[src/rtl/ram_prog_loader.sv]
// Write-port mux ahead of the 16x8 RAM: CPU pass-through in run mode,
// streamed program image at consecutive addresses in program mode.
//
// Ports:
//   CLK, RESET       clock; synchronous active-high reset
//   PROG             program mode request
//   LD_VALID/READY   loader byte handshake, LD_DATA is the byte
//   CPU_ADDR/DIN/RI  run-mode write port from MAR/bus
//   RAM_ADDR/DIN/RI  write port driven into the RAM
//   CPU_HALT         CPU freeze while loading
//   DONE             full image written, held until PROG drops
//   LD_COUNT         bytes written in the current/last load
module ram_prog_loader #(
  parameter int ADDR_W = 4,
  parameter int DATA_W = 8
) (
  input  logic              CLK,
  input  logic              RESET,
  input  logic              PROG,
  input  logic              LD_VALID,
  input  logic [DATA_W-1:0] LD_DATA,
  output logic              LD_READY,
  input  logic [ADDR_W-1:0] CPU_ADDR,
  input  logic [DATA_W-1:0] CPU_DIN,
  input  logic              CPU_RI,
  output logic [ADDR_W-1:0] RAM_ADDR,
  output logic [DATA_W-1:0] RAM_DIN,
  output logic              RAM_RI,
  output logic              CPU_HALT,
  output logic              DONE,
  output logic [ADDR_W:0]   LD_COUNT
);

  localparam int DEPTH = 1 << ADDR_W;
  localparam logic [ADDR_W-1:0] LAST =
    ADDR_W'(DEPTH - 1);

  typedef enum logic [1:0] {
    RUN,
    LOAD,
    WRITE,
    FULL
  } st_t;

  st_t               st;
  st_t               st_nxt;
  logic [ADDR_W-1:0] ptr;
  logic [ADDR_W-1:0] ptr_nxt;
  logic [ADDR_W:0]   cnt;
  logic [ADDR_W:0]   cnt_nxt;
  logic [DATA_W-1:0] dreg;
  logic [DATA_W-1:0] dreg_nxt;
  logic              ready;
  logic              ri;
  logic [ADDR_W-1:0] addr;
  logic [DATA_W-1:0] din;

  always_ff @(posedge CLK) begin
    if (RESET) begin
      st   <= RUN;
      ptr  <= '0;
      cnt  <= '0;
      dreg <= '0;
    end else begin
      st   <= st_nxt;
      ptr  <= ptr_nxt;
      cnt  <= cnt_nxt;
      dreg <= dreg_nxt;
    end
  end

  always_comb begin
    st_nxt   = st;
    ptr_nxt  = ptr;
    cnt_nxt  = cnt;
    dreg_nxt = dreg;
    ready    = 1'b0;
    ri       = 1'b0;
    addr     = ptr;
    din      = dreg;
    case (st)
      RUN: begin
        addr = CPU_ADDR;
        din  = CPU_DIN;
        ri   = CPU_RI;
        if (PROG) begin
          st_nxt  = LOAD;
          ptr_nxt = '0;
          cnt_nxt = '0;
        end
      end
      LOAD: begin
        // Dropping PROG wins over a pending byte.
        if (!PROG) begin
          st_nxt = RUN;
        end else begin
          ready = 1'b1;
          if (LD_VALID) begin
            dreg_nxt = LD_DATA;
            st_nxt   = WRITE;
          end
        end
      end
      WRITE: begin
        ri      = 1'b1;
        cnt_nxt = cnt + 1'b1;
        if (ptr == LAST) begin
          st_nxt = FULL;
        end else begin
          ptr_nxt = ptr + 1'b1;
          st_nxt  = LOAD;
        end
        // The write itself is never aborted.
        if (!PROG) st_nxt = RUN;
      end
      FULL: begin
        if (!PROG) st_nxt = RUN;
      end
      default: st_nxt = RUN;
    endcase
  end

  // Reset blocks any RAM write and any
  // handshake whose byte would be lost.
  assign RAM_RI   = ri & ~RESET;
  assign LD_READY = ready & ~RESET;
  assign RAM_ADDR = addr;
  assign RAM_DIN  = din;
  assign CPU_HALT = (st != RUN);
  assign DONE     = (st == FULL);
  assign LD_COUNT = cnt;

endmodule

[config.mk]
export PLATFORM = sky130hd
export DESIGN_NAME = ram_prog_loader
export DESIGN_NICKNAME = d
export VERILOG_FILES = /design/src/rtl/ram_prog_loader.sv
export SDC_FILE = /design/constraint.sdc
export NUM_CORES = 1
export LEC_CHECK = 0
export ABC_AREA = 1
export CORE_MARGIN = 8
export CORE_UTILIZATION = 37
export CTS_BUF_LIST = sky130_fd_sc_hd__clkbuf_4 sky130_fd_sc_hd__clkbuf_8 sky130_fd_sc_hd__clkbuf_16
export DETAILED_ROUTE_END_ITERATION = 6
export PLACE_DENSITY = 0.75
export SLEW_MARGIN = 0
export SYNTH_ARGS = -nofsm -noshare
export SYNTH_HDL_FRONTEND = slang
export SYNTH_SLANG_ARGS = --single-unit
export TNS_END_PERCENT = 100
[constraint.sdc]
create_clock -name CLK -period 1.15 [get_ports CLK]
set_input_delay 0.115 -clock CLK [delete_from_list [all_inputs] [get_ports CLK]]
set_output_delay 0.115 -clock CLK [all_outputs]
set_load 0.01 [all_outputs]
==> Yosys cells after proc, flatten, opt, wreduce, memory -nomap -nowiden <==
Index checks and enable logic that the tools add are counted.
{ "op_classes": {"add_sub_neg": 2, "n_eq_ne": 8, "mux": 17, "n_bitwise": 3, "reduce_logical": 7} }
{ "ops": {"columns": ["operator", "count"], "rows": [
  ["2-to-1 mux 2 bit", 6],
  ["2-to-1 mux 4 bit", 3],
  ["case mux 5 bit (2 select lines)", 1],
  ["AND reduction 3 bit", 3],
  ["2-to-1 mux 8 bit", 1],
  ["case mux 2 bit (4 select lines)", 1],
  ["case mux 4 bit (2 select lines)", 1],
  ["!= test 2 bit, second input constant", 3],
  ["adder 5 x 1 -> 5 bit, second input constant", 1],
  ["2-to-1 mux 5 bit", 1],
  ["adder 4 x 1 -> 4 bit, second input constant", 1],
  ["== test 2 bit, second input constant", 2],
  ["== test 4 bit, second input constant", 1],
  ["nonzero test 2 bit", 2],
  ["!= test 3 bit, second input constant", 1],
  ["AND 1 bit", 2],
  ["== test 2 x 1 -> 1 bit, second input constant", 1],
  ["logical NOT 2 bit", 1],
  ["2-to-1 mux 1 bit", 2],
  ["case mux 1 bit (2 select lines)", 1],
  ["AND reduction 2 bit", 1],
  ["inverter 1 bit", 1]
]} }
{ "word_totals": {"register_bits": 19, "output_inout_bits": 21, "elab_cells": 41} }

==> Depth between registers and ports, before layout <==
{ "depth": {"depth_word": 4, "depth_mapped": 8, "depth_no_buf": 8} }

==> Worst setup path before layout <==
OpenSTA, ideal clock, no wires.
{ "synth_path": {"path_type": "reg-to-output", "from": "reg st[1]", "to": "out RAM_ADDR[1]", "arrival_ps": 1062, "t_required_ps": 1035, "path_slack_ps": -27, "stages_incl_launch_ff": 7, "cell_sequence": "dfxtp_1 -> buf_4 -> nor2_1 -> inv_2 -> buf_2 -> nand2_1 -> nand2_1"} }
{ "synth_between": {"elab_chain_len": 2} }
{ "synth_rtl": {"columns": ["item", "line_no", "text"], "rows": [
  ["from (decl)", "45", "st_t st;"],
  ["from (signal assigned)", "65", "st <= st_nxt;"],
  ["logical NOT 2 bit", "81", "case (st)"],
  ["2-to-1 mux 4 bit", "81", null],
  ["to (decl)", "26", "output logic [ADDR_W-1:0] RAM_ADDR,"]
]} }
No other way between the ends.

==> Worst setup path after layout <==
{ "layout_path": {"from": "reg st[1]", "to": "reg st[1]"} }
{ "layout_between": {"elab_chain_len": 3, "word_cells_on_any_way": 9, "classes_between": "6 x eq/ne; 1 x mux; 2 x reduce/logical"} }
{ "layout_rtl": {"columns": ["item", "line_no"], "rows": [
  ["== test 2 x 1 -> 1 bit (tied with other cells)", "81"],
  ["!= test 3 bit (no line) / != test 2 bit (equally long branches)", null],
  ["AND reduction 3 bit (no line)", null]
]} }
Parallel ways exist; a longest one is shown, timed or not.
A chain may end at the register's enable or synchronous reset.

==> metrics.cfg <==
[cells_and_area]
diodes=0
fin_nets=281
final_layout_size_suffix_gt1_share_pct=48.2
fin_cells=284
synthToLayoutAreaGrowth_pct=101
layout_common_cells=44 x nand2_1, 24 x clkdlybuf4s50_1, 24 x buf_4
fin_util_pct=76.7
layout_commonest_cell=nand2_1

[detailed_routing]
firstDrtPassIters=4
drt_wl_total_microns=4260
wl_per_cell_microns=15.0
ant_nets=0
drt-initial-drc-count=44
vias_per_cell=4.97
drcViolationCount=0
vias=1411

[power]
ir_drop_v=0.000786
leakagePower_nw=0.978
intPower_mw=1.06
p_clk_share_pct=22.7
report.power.total_mw=1.54
switching_power_mw=0.471
seq_power_share_pct=45.2
combPwrFrac_pct=32.1
swShare_pct=30.7
pwr_density_cell_nw_per_um2=739

[floorplan]
dieArea_sq_um=4740
die_y_microns=68.9
io_pins=46
start_util_pct=38.1
die_w_microns=68.9
rows=19
core-area_sq_um=2710

[synth]
ys_warn_count=0
synth_seq_cells=19
syn_nets=195
synth_cell_types=18
avgSynthCellArea_sq_um=6.15
synthCells=168
synth_area_sq_um=1030
yosysSeqAreaShare_pct=36.8

[place]
port_buffers=45
gp_congestion=0.821
hpwl_microns=2380
dp_cells=266

[timing]
setup_violations=34
max_slew.worst_pin.slew_ns=0.280
hold_viol=0
timing.setup.tns_ns=-6.34
fin_worst_skew_ns=0.00582
rsz0062_at_grt=yes
max_freq_ghz=0.687
period_minus_slack_ns=1.46
slew_headroom_pct=81.2
fin_ws_ns=-0.306
post-route-period-util_pct=127
hold_ws_ns=0.413
slew_viol_final=0

[global_route]
antenna_found_initial=0
overflow=0
grt_first_pass_wirelength_microns=5510
grt_max_degree=12
track_usage_pct=14.9
grt_pass1_vias=1328

[cts]
clk_pin_slew_ns=0.12
cts_tree=built
clock_sinks=19
cts-buffers-inserted=3
cts_hold_buf=0
cts_max_level=1
cts_root_buffer=clkbuf_4
clk_latency_ns=0.30
cts_max_path_buffers=2

[worst_setup_path]
crit_fanout=6
cp_common_cell=buf_6
cp-start-kind=flip-flop
worstSetupEndpointType=flip-flop
worst_ep_arrival_time_ns=1.65
path_cells=buf_6 > buf_8 > buf_6 > nand2_4 > nor2_4 > buf_6 > nor2_2 > nor3_1
max_stage_delay_ns=0.38
slowest_stage=dfxtp_2
critPathKind=reg -> reg
crit_required_ns=1.35

[worst_hold_path]
holdCritPathClass=in -> reg

[job]
cap_violations=0

[status]
status=finished, violations left
violations=setup timing

[power by group through the flow]
stage	registers, mW	clock network [mW]	logic [mW]
after CTS	0.690	0.351	0.401
final	0.694	0.348	0.493
after floorplan	0.703	0	0.145
after global routing	0.696	0.371	0.534
after detailed placement	0.702	0	0.380
after global placement	0.701	0	0.377
[path summary, 6_finish.rpt]
kind	from	to	slack, ns	cells past startpoint
worst max register to register	st[1]	st[1]	-0.31	8
worst max-delay path	st[1]	st[1]	-0.31	8
worst min-delay path	LD_DATA[1]	dreg[1]	0.41	3
worst min register to register	dreg[4]	dreg[4]	0.50	2
[cells in the mapped netlist]
| cell | number | area (sq um) |
|---|---|---|
| a21oi_1 | 5 | 25.0 |
| buf_2 | 2 | 10.0 |
| buf_4 | 2 | 15.0 |
| dfxtp_1 | 19 | 380 |
| ha_1 | 2 | 25.0 |
| inv_1 | 13 | 48.8 |
| inv_2 | 3 | 11.3 |
| nand2_1 | 60 | 225 |
| nand3_1 | 4 | 20.0 |
| nand3_2 | 1 | 10.0 |
| nand3b_2 | 1 | 11.3 |
| nor2_1 | 31 | 116 |
| nor2_2 | 2 | 12.5 |
| nor2_4 | 1 | 11.3 |
| nor3_1 | 2 | 10.0 |
| o21ai_0 | 18 | 90.1 |
| o21ai_1 | 1 | 5.00 |
| or2_2 | 1 | 6.26 |
[worst max-delay path, delay by kind of cell (launching register included)]
| family | cells | cell delay, ns |
|---|---|---|
| buf+inv | 4 | 0.45 |
| flops | 1 | 0.38 |
| simple gates | 4 | 0.50 |
[per-stage QoR]
| stage | cell area [sq um] | worst slack, ns |
|---|---|---|
| finish | 2080 | -0.306 |
| global route | 2080 | -0.365 |
| CTS | 1810 | -0.244 |
| detailed placement | 1700 | -0.403 |
| global placement | 1700 | -0.361 |
| floorplan | 1040 | 0.0575 |
[logic make-up after synthesis]
logic type | count (synthesis) | share of synthesized area (%)
DFF | 19 | 36.8
adders and majority gates | 2 | 2.42
and+or+nand+nor | 103 | 40.9
buffers and inverters | 20 | 8.23
AOI/OAI and AO/OA | 24 | 11.6
[state kept, by name, indices dropped and copies added, names as in the netlist]
signal,flops
dreg,8
LD_COUNT,5
ptr,4
st,2
[repair_timing]
item	4_1_cts	5_1_grt
hold endpoints to repair	0	0
setup buffers	8	8
gates resized for setup	109	75
gates cloned	1	0
pin swaps	10	34
endpoints found under the setup margin	39	34
[routing by layer]
layer  vias to the layer above  global-route usage (%)  wire length (microns)  part of all wire, %
met3                        16                    2.26                    230                  5.4
met1                       648                    17.5                   1720                   40
met2                        50                    26.8                   2150                   51
met5                         -                       0                      0                    0
met4                         0                    5.26                    159                  3.7
li1                        697                       -                      -                    -
[layout make-up]
class,count,area (sq um)
inverters,16,85.1
repair buffers,84,727
clock buffers,3,22.5
well taps,31,38.8
fillers,209,632
multi-input cells,130,810
flip-flops and latches,19,390
clock inverters,1,5.00
Note: power is estimated with default switching activity, not from simulation.
